### config.mk
export PLATFORM = sky130hd
export DESIGN_NAME = cycle_sequencer
export DESIGN_NICKNAME = d
export VERILOG_FILES = /design/src/rtl/cycle_sequencer.sv
export SDC_FILE = /design/constraint.sdc
export NUM_CORES = 1
export LEC_CHECK = 0
export CAP_MARGIN = 10
export CORE_ASPECT_RATIO = 1.25
export CORE_MARGIN = 3
export CORE_UTILIZATION = 51
export DETAILED_ROUTE_END_ITERATION = 8
export GPL_TIMING_DRIVEN = 0
export PLACE_DENSITY_LB_ADDON = 0.15
export SLEW_MARGIN = 15
export SYNTH_ARGS = -nofsm -noshare
export SYNTH_HDL_FRONTEND = slang
export SYNTH_SLANG_ARGS = --single-unit
### constraint.sdc
create_clock -name clock -period 2.2 [get_ports clock]
set_clock_uncertainty 0.2 [all_clocks]
set_input_delay 0.33 -clock clock [delete_from_list [all_inputs] [get_ports clock]]
set_output_delay 0.33 -clock clock [all_outputs]
set_load 0.05 [all_outputs]
### src/rtl/cycle_sequencer.sv
`default_nettype none
// ============================================================================
// Module      : cycle_sequencer
// Description : Multi-cycle FETCH/DECODE/EXECUTE/MEMORY/WRITEBACK sequencer
//               with memory timeout fault and debug cycle/retire counters.
// Revision    : 1.0 - initial release
// ============================================================================
module cycle_sequencer #(
  parameter int MEM_TIMEOUT = 15,
  parameter int COUNT_WIDTH = 32
) (
  input  logic                   clock,
  input  logic                   reset,
  input  logic                   start,
  input  logic                   haltRequest,
  input  logic                   instrReady,
  input  logic                   memReady,
  input  logic                   memReadFlag,
  input  logic                   memWriteFlag,
  input  logic                   regWriteFlag,
  output logic                   fetchEnable,
  output logic                   decodeEnable,
  output logic                   executeEnable,
  output logic                   memoryEnable,
  output logic                   writeBackEnable,
  output logic                   pcUpdate,
  output logic                   busy,
  output logic                   busFault,
  output logic [2:0]             stateOut,
  output logic [COUNT_WIDTH-1:0] cycleCount,
  output logic [COUNT_WIDTH-1:0] instructionCount
);

  typedef enum logic [2:0] {
    S_IDLE      = 3'd0,
    S_FETCH     = 3'd1,
    S_DECODE    = 3'd2,
    S_EXECUTE   = 3'd3,
    S_MEMORY    = 3'd4,
    S_WRITEBACK = 3'd5,
    S_FAULT     = 3'd6
  } state_t;

  localparam logic [7:0] C_WAIT_LAST = 8'(MEM_TIMEOUT - 1);

  state_t                 r_state;
  logic                   r_memRead;
  logic                   r_memWrite;
  logic                   r_regWrite;
  logic [7:0]             r_wait;
  logic [COUNT_WIDTH-1:0] r_cycleCount;
  logic [COUNT_WIDTH-1:0] r_instrCount;

  logic w_memAccess;
  logic w_retire;
  logic w_busy;

  // A simultaneous read+write sequences as a load: both simply mean "visit MEMORY".
  assign w_memAccess = r_memRead | r_memWrite;

  always_comb begin
    w_retire = 1'b0;
    case (r_state)
      S_EXECUTE:   w_retire = !w_memAccess && !r_regWrite;
      S_MEMORY:    w_retire = memReady && !r_regWrite;
      S_WRITEBACK: w_retire = 1'b1;
      default:     w_retire = 1'b0;
    endcase
  end

  assign w_busy = (r_state == S_FETCH)   || (r_state == S_DECODE) ||
                  (r_state == S_EXECUTE) || (r_state == S_MEMORY) ||
                  (r_state == S_WRITEBACK);

  always_ff @(posedge clock) begin
    if (reset) begin
      r_state      <= S_IDLE;
      r_memRead    <= 1'b0;
      r_memWrite   <= 1'b0;
      r_regWrite   <= 1'b0;
      r_wait       <= 8'd0;
      r_cycleCount <= '0;
      r_instrCount <= '0;
    end else begin
      if (w_busy)   r_cycleCount <= r_cycleCount + 1'b1;
      if (w_retire) r_instrCount <= r_instrCount + 1'b1;

      case (r_state)
        S_IDLE: begin
          if (start) r_state <= S_FETCH;
        end
        S_FETCH: begin
          if (instrReady) r_state <= S_DECODE;
        end
        S_DECODE: begin
          r_memRead  <= memReadFlag;
          r_memWrite <= memWriteFlag;
          r_regWrite <= regWriteFlag;
          r_state    <= S_EXECUTE;
        end
        S_EXECUTE: begin
          if (w_memAccess) begin
            r_wait  <= 8'd0;
            r_state <= S_MEMORY;
          end else if (r_regWrite) begin
            r_state <= S_WRITEBACK;
          end else begin
            r_state <= haltRequest ? S_IDLE : S_FETCH;
          end
        end
        S_MEMORY: begin
          // memReady is checked first so a completion on the last allowed cycle wins.
          if (memReady) begin
            if (r_regWrite) r_state <= S_WRITEBACK;
            else            r_state <= haltRequest ? S_IDLE : S_FETCH;
          end else if (r_wait == C_WAIT_LAST) begin
            r_state <= S_FAULT;
          end else begin
            r_wait <= r_wait + 8'd1;
          end
        end
        S_WRITEBACK: begin
          r_state <= haltRequest ? S_IDLE : S_FETCH;
        end
        S_FAULT: begin
          r_state <= S_FAULT;
        end
        default: begin
          r_state <= S_IDLE;
        end
      endcase
    end
  end

  assign fetchEnable      = (r_state == S_FETCH);
  assign decodeEnable     = (r_state == S_DECODE);
  assign executeEnable    = (r_state == S_EXECUTE);
  assign memoryEnable     = (r_state == S_MEMORY);
  assign writeBackEnable  = (r_state == S_WRITEBACK);
  assign pcUpdate         = w_retire;
  assign busy             = w_busy;
  assign busFault         = (r_state == S_FAULT);
  assign stateOut         = r_state;
  assign cycleCount       = r_cycleCount;
  assign instructionCount = r_instrCount;

endmodule
`default_nettype wire

== Yosys cells after proc, flatten, opt, wreduce, memory -nomap -nowiden ==
Cells that the tools add are included.
Operators by class
  add/sub/neg operators: 3
  $mul: 0
  div/mod/pow operators: 0
  $lt $le $gt $ge: 0
  eq/ne operators: 13
  shifts and indexed selects: 0
  muxes and demuxes: 13
  bitwise operators: 1
  reductions and logical operators: 12
Operator list (number)
  $add 32x1->32 const B: 2
  $mux 8: 3
  $pmux 3 s7: 1
  $mux 3: 6
  $pmux 8 s2: 1
  $eq 3x3->1 const B: 3
  $add 8x1->8 const B: 1
  $eq 8x4->1 const B: 1
  $ne 2x2->1 const B: 4
  $eq 3x2->1 const B: 2
  $logic_or 1x1->1: 4
  $reduce_and 4->1: 1
  $eq 3x1->1 const B: 1
  $logic_not 3->1: 1
  $ne 3x2->1 const B: 1
  $pmux 1 s3: 1
  $reduce_and 3->1: 1
  $logic_and 1x1->1: 2
  $logic_not 1->1: 2
  $ne 2x1->1 const B: 1
  $reduce_bool 2->1: 1
  $mux 1: 1
  $or 1x1->1: 1
Word-level totals
  flip-flop bits (word level): 78
  bits in latches: 0
  memory bits (writable): 0
  memory bits (read-only): 0
  input port bits: 9
  output and inout port bits: 75
  logic and storage cells: 49
  memories: 0

== Logic depth before layout (Yosys ltp) ==
Gate-level depths: netlist of run 1.
  depth after elaboration: 5
  gate-level depth with buffers: 7
  depth with buffers taken out: 7

== Worst setup path after synthesis of run 1 ==
OpenSTA, ideal clock, no wires.
  kind: flip-flop to output port
  from: register r_state[0], in the netlist stateOut[0]
  to: output fetchEnable
  arrival: 2.175 ns
  setup slack: -0.505 ns
  cell stages (with the launch flop): 4
  cell sequence: dfxtp_1 > buf_2 > inv_1 > nor3_1
On the way
  word-level cells in the longest chain between the ends: 1
Ends and longest elaborated chain
  start, declared: line 46  | state_t r_state;
  start signal, assigned: line 108  | r_state <= haltRequest ? S_IDLE : S_FETCH;
  start signal, assigned: line 115  | else r_state <= haltRequest ? S_IDLE : S_FETCH;
  start signal, assigned: line 123  | r_state <= haltRequest ? S_IDLE : S_FETCH;
  $eq 3x1->1: line 135  | assign fetchEnable = (r_state == S_FETCH);
  end, declared: line 21  | output logic fetchEnable,
No other way between the ends.

== Final worst setup path of run 1 ==
  from: input memReady
  to: output pcUpdate
On the way
  word-level cells in the longest chain between the ends: 2
Ends and longest elaborated chain
  start, declared: line 17  | input logic memReady,
  $logic_and 1x1->1: line 65  | S_MEMORY: w_retire = memReady && !r_regWrite;
  $pmux 1 s3: line 63  | case (r_state)
  end, declared: line 26  | output logic pcUpdate,
No other way between the ends.

==> impl_metrics.csv, run 1 <==
group,metric,value,unit
global_route,antenna_found_initial,0,
die,die_w,85.1,um
min_path,hp-start,"reset",
setup_path,end_kind,"primary output",
cells_and_area,antennaDiodeCount,0,
die,initial_core_util,53.2,%
setup_path,critPathLaunchType,"input pin",
cts,ctsHtreeMaxLevel,3,
sta,drv_slew,0,
die,io_pins,84,
flow_run,maxCapViolations,0,
sta,post-route-min-period,2.26,ns
synth,async_flop_share,0,%
placed_design,pre_cts_ws,-0.981,ns
synth,synth_cell_types,59,
setup_path,reg2reg_slack,0.10,ns
detailed_routing,avgViaCountPerCell,5.56,
run_status,violations,"setup timing",
synth,synthCells,456,
cells_and_area,drive_gt1_share,19.7,%
synth,yosysWarnings,0,
die,die_h,105,um
cts,clk_pin_slew,0.07,ns
cts,clk_latency,0.35,ns
cells_and_area,multi_input_comb_area,2370,um2
setup_path,reg2reg_to,"instructionCount[29]",
setup_path,path_class,"in -> out",
sta,slew-limit-headroom,58.8,%
global_route,grt.total_usage,22.4,%
synth,syn_avg_cell_area,8.74,um2
setup_path,worstRegToRegCells,5,
detailed_routing,drt_wl_total,9850,um
cells_and_area,layout.nets,562,
detailed_routing,postRouteAntennaNets,0,
cts,clkSinkCount,78,
min_path,min_path_cells,3,
cts,ctsHoldBuffers,0,
pwr,ir_drop,0.439,mV
setup_path,worstPathMaxFanout,10,
sta,layout_setup_ws,-0.0594,ns
cts,root_buffer,"clkbuf_8",
pwr,power,0.00305,W
global_route,globalRoute.totalOverflow,0,
synth,ys_seq_area_share,39.2,%
synth,synth_ff_type,"dfxtp_1",
cts,cts_tree,"yes",
synth,syn-num-nets,469,
synth,synth_edf_count,0,
cts,clk_path_buf_depth,2,
sta,period_share,103,%
setup_path,timing.rr.start,"instructionCount[3]",
pwr,pwr_density_cell,573,nW/um2
synth,synth_area,3980,um2
cells_and_area,fillers,596,
placed_design,portBuffers,82,
cells_and_area,final_common_cell,"nor2_1",
sta,rsz0062_at_grt,"true",
setup_path,critPathArrivalTime,1.73,ns
detailed_routing,drc,0,
detailed_routing,drt_iter0_drc,106,
detailed_routing,first_pass_iters,4,
sta,setup_tns,-0.0594,ns
global_route,grt_pass1_vias,3614,
setup_path,required,1.67,ns
global_route,grt_start_max_net_pins,13,
cts,cts_buffers,9,
synth,synth_seq_cells,78,
placed_design,gp_congestion,0.857,
die,std_cell_rows,35,
sta,hold_viol,0,
placed_design,hpwl,7170,um
cells_and_area,final-seq-area,1620,um2
detailed_routing,drt-wirelength-per-cell,15.3,um
sta,max_freq,443,MHz
cells_and_area,final_cell_mix,"nor2_1, clkdlybuf4s50_1, dfxtp_1",
min_path,hp-class,"in -> reg",
detailed_routing,vias,3587,
sta,setup_viol,1,
sta,tightest_slew,0.618,ns
global_route,grt_first_pass_wirelength,16600,um
die,coreArea,7490,um2
min_path,whs_endpoint,"instructionCount[19]",
cells_and_area,area.growth.synth_to_final,33.3,%
die,die_area,8910,um2
run_status,status,"complete, but fails checks",
pwr,leakage,1.90,nW
## layout make-up
class | count | area share (%)
clock inverters | 4 | 0.872
clock buffers | 11 | 2.66
plain buffers | 18 | 2.21
repair buffers | 85 | 15.7
inverters | 17 | 1.20
flip-flops and latches | 78 | 30.4
well taps | 92 | 2.17
multi-input cells | 340 | 44.7
## metrics by stage
stage	hold WS [ns]	std cells	util [%]	area (um2)
finish	0.248	645	70.9	5310
global route	0.290	645	70.9	5310
CTS	0.233	644	69.6	5210
detailed placement	0.284	630	66.4	4970
global placement	0.283	630	66.4	4970
floorplan	0.269	456	-	4040
## cells by family after synthesis
group | Yosys count | synth area share (%)
compound gates | 71 | 12.7
mux | 4 | 1.07
simple gates | 208 | 30.0
xor+xnor | 53 | 11.7
buf+inv | 38 | 4.21
fa+ha+maj | 4 | 1.26
flops | 78 | 39.2
## layer usage
layer  track usage (%)  wire (um)  vias to the layer above
li1                  -          -                     1793
met1              26.4       4180                     1716
met2              39.9       5100                       64
met3              5.21        432                       14
met4              6.56        137                        0
met5                 0          0                        -
## worst max path at each step
| stage | from | cells past startpoint | end |
|---|---|---|---|
| detailed placement | memReady | 6 | pcUpdate |
| global route | memReady | 6 | pcUpdate |
| floorplan | instructionCount[10] | 5 | instructionCount[27] |
| global placement | memReady | 6 | pcUpdate |
| CTS | stateOut[1] | 4 | busy |
| finish | memReady | 6 | pcUpdate |
## Yosys cell counts, types with 3 or more instances
| master | instances | area share [%] |
|---|---|---|
| a2111oi_0 | 4 | 0.88 |
| a211oi_1 | 6 | 1.1 |
| a21oi_1 | 21 | 2.6 |
| and2_1 | 6 | 0.94 |
| and3_1 | 7 | 1.1 |
| and4_1 | 7 | 1.5 |
| buf_2 | 5 | 0.63 |
| clkbuf_1 | 13 | 1.2 |
| dfxtp_1 | 78 | 39 |
| ha_1 | 4 | 1.3 |
| inv_1 | 17 | 1.6 |
| nand2_1 | 25 | 2.4 |
| nand3_1 | 21 | 2.6 |
| nand4_1 | 11 | 1.7 |
| nand4_2 | 4 | 1.3 |
| nor2_1 | 75 | 7.1 |
| nor2b_1 | 5 | 0.79 |
| nor3_1 | 5 | 0.63 |
| nor3_2 | 7 | 1.8 |
| nor4_2 | 8 | 2.5 |
| o2111ai_1 | 6 | 1.3 |
| o211ai_1 | 3 | 0.57 |
| o21ai_0 | 13 | 1.6 |
| or3_1 | 11 | 1.7 |
| xnor2_1 | 35 | 7.7 |
| xor2_1 | 18 | 4.0 |
## worst max-delay path, cell delays in order
cell and delay [ns]:
clkdlybuf4s50_1 0.46, nor2b_1 0.18, o21bai_2 0.27, clkbuf_8 0.24, nand2_2 0.08, buf_6 0.16
## repair_timing
item	CTS	global route
buffers inserted	2	1
resized for setup	43	34
endpoints found under the setup margin	29	31
endpoints found under the hold margin	0	0
pin swaps	1	2
## power by group
group / switching [W] / total (W) / internal (W)
Combinational: 0.000332 / 0.000501 / 0.000169
Sequential: 0.0000440 / 0.00148 / 0.00144
Clock: 0.000515 / 0.00106 / 0.000547
Total: 0.000891 / 0.00305 / 0.00215
## registers in the layout, indices dropped and copies added, names as in the netlist
signal / flops
r_memRead: 1
cycleCount: 32
instructionCount: 32
r_wait: 8
stateOut: 3
r_memWrite: 1
r_regWrite: 1
No activity file was read; power rests on OpenSTA's default activity.
==> run 2, diff against run 1 <==
--- a/config.mk
+++ b/config.mk
@@ -13,5 +13,4 @@
 export GPL_TIMING_DRIVEN = 0
 export PLACE_DENSITY_LB_ADDON = 0.15
-export SLEW_MARGIN = 15
 export SYNTH_ARGS = -nofsm -noshare
 export SYNTH_HDL_FRONTEND = slang
--- a/constraint.sdc
+++ b/constraint.sdc
@@ -3,3 +3,3 @@
 set_input_delay 0.33 -clock clock [delete_from_list [all_inputs] [get_ports clock]]
 set_output_delay 0.33 -clock clock [all_outputs]
-set_load 0.05 [all_outputs]
+set_load 0.005 [all_outputs]
==> run 2 against run 1 <==
The run now ends clean. Via count grew 2.7%. Sequential share of layout area is 1.3 points lower. Final cell count rose by 1.9%. Sequential power barely moved. Total power grew 0.62%. Hold slack worse by 0.0036 ns. Sequential cell count unchanged. Fmax is 5.4% higher. Final area up 2.8%. Largest cell class unchanged.
==> impl_metrics.csv, run 2 (synthesized netlist as in run 1, its figures left out) <==
group,metric,value,unit
run_status,status,"complete, no violations",
placed_design,gp_congestion,0.881,
sta,max_freq,466,MHz
cells_and_area,drive_gt1_share,19.1,%
detailed_routing,drt_wl_total,10200,um
setup_path,timing.rr.start,"stateOut[2]",
setup_path,worstRegToRegCells,7,
sta,hold_viol,0,
die,initial_core_util,53.2,%
setup_path,reg2reg_slack,0.07,ns
sta,rsz0062_at_grt,"true",
flow_run,maxCapViolations,0,
cells_and_area,utilization,72.9,%
cts,cts_buffers,9,
global_route,grt_first_pass_wirelength,16800,um
setup_path,path_class,"reg -> out",
setup_path,crit_buf_inv,1,
cts,clk_latency,0.35,ns
cells_and_area,area.growth.synth_to_final,37.1,%
cells_and_area,final_common_cell,"clkdlybuf4s50_1",
cts,root_buffer,"clkbuf_8",
setup_path,path_cells,"and2_4 -> and2_1 -> clkdlybuf4s50_1",
cells_and_area,final-instance-count-excl-fill,657,
placed_design,hpwl,6940,um
pwr,leakage,1.88,nW
sta,post-route-min-period,2.14,ns
cts,ctsHtreeMaxLevel,3,
setup_path,reg2reg_to,"cycleCount[25]",
global_route,antenna_found_initial,0,
cells_and_area,final_cell_mix,"clkdlybuf4s50_1, nor2_1, dfxtp_1",
detailed_routing,wl_met1,4270,um
die,io_pins,84,
min_path,hp-start,"reset",
sta,period_share,97.5,%
die,std_cell_rows,35,
pwr,power,0.00306,W
setup_path,critPathTopFamily,"buffers and inverters",
global_route,grt_pass1_vias,3535,
cts,clk_path_buf_depth,2,
detailed_routing,highest_layer,"met4",
min_path,hp-class,"in -> reg",
setup_path,critPathArrivalTime,1.61,ns
die,die_area,8910,um2
cells_and_area,multi_input_comb_area,2430,um2
sta,drv_slew,0,
cells_and_area,final-seq-area,1590,um2
detailed_routing,wl_met3,497,um
pwr,ir_drop,0.529,mV
placed_design,portBuffers,82,
die,die_h,105,um
cells_and_area,fillers,550,
detailed_routing,drc,0,
sta,tightest_slew,0.555,ns
cts,clkSinkCount,78,
sta,slew-limit-headroom,62.7,%
cts,cts_tree,"yes",
setup_path,slowest_stage,"clkdlybuf4s50_1",
global_route,grt_start_max_net_pins,13,
die,die_w,85.1,um
detailed_routing,drt-wirelength-per-cell,15.6,um
min_path,min_path_cells,3,
sta,setup_tns,0,ns
global_route,globalRoute.totalOverflow,0,
setup_path,end_kind,"primary output",
cells_and_area,antennaDiodeCount,0,
detailed_routing,vias,3685,
detailed_routing,first_pass_iters,4,
cts,ctsHoldBuffers,0,
pwr,pwr_density_cell,561,nW/um2
cells_and_area,layout.nets,573,
min_path,whs_endpoint,"stateOut[0]",
setup_path,critPathLaunchType,"flip-flop",
detailed_routing,drt_iter0_drc,129,
cts,clk_pin_slew,0.08,ns
setup_path,max_stage_delay,0.50,ns
detailed_routing,met2WireLength,5360,um
placed_design,dp_cells,630,
detailed_routing,avgViaCountPerCell,5.61,
sta,setup_viol,0,
setup_path,required,1.67,ns
detailed_routing,postRouteAntennaNets,0,
global_route,grt.total_usage,22.7,%
setup_path,worstPathMaxFanout,8,
die,coreArea,7490,um2
## run 2: report_power, final
| part | leakage [nW] | switching, W | internal, W |
|---|---|---|---|
| sequential | 0.637 | 0.0000431 | 0.00144 |
| combinational | 1.15 | 0.000223 | 0.000241 |
| clock | 0.0996 | 0.000528 | 0.000587 |
## run 2: repair_timing
action                     4_1_cts  5_1_grt
pin swaps                        2        8
gates resized for setup         41       38
buffers inserted                 5        9
setup endpoints to repair       18       36
## run 2: cell type report
| cell class | count | share of cell area (%) |
|---|---|---|
| clock buffer | 13 | 2.91 |
| buffer | 18 | 2.38 |
| multi-input combinational | 340 | 44.6 |
| clock inverter | 3 | 0.779 |
| inverter | 17 | 1.24 |
| sequential | 78 | 29.1 |
| timing repair buffer | 96 | 16.9 |
| tap | 92 | 2.11 |
## run 2: how the worst max path moves through the flow
stage,startpoint,endpoint,cells past startpoint
4_1_cts,stateOut[0],busFault,4
3_5_place_dp,memReady,pcUpdate,6
6_report,stateOut[2],busFault,3
2_1_floorplan,cycleCount[24],cycleCount[31],5
5_1_grt,instructionCount[4],instructionCount[18],5
3_3_place_gp,memReady,pcUpdate,6
## run 2: routing by layer
layer	vias to the layer above	track usage, %
li1	1825	-
met1	1781	26.9
met2	70	39.9
met3	9	5.91
met4	0	6.45
met5	-	0
## run 2: worst register-to-register path, cell delays in order, from the launching register on
cell,delay (ns)
dfxtp_2,0.41
buf_6,0.17
nor3_4,0.08
or3_1,0.38
buf_2,0.22
nor4_2,0.31
xnor2_1,0.18
nor2_1,0.06
## run 2: through the flow
step                      worst slack [ns]  area (um2)  hold WS (ns)
after floorplan                      0.167        3980         0.269
after global placement              -0.757        4920         0.277
after detailed placement            -0.781        4920         0.295
after CTS                         -0.00689        5280         0.232
after global routing               -0.0285        5460         0.297
final                               0.0555        5460         0.244
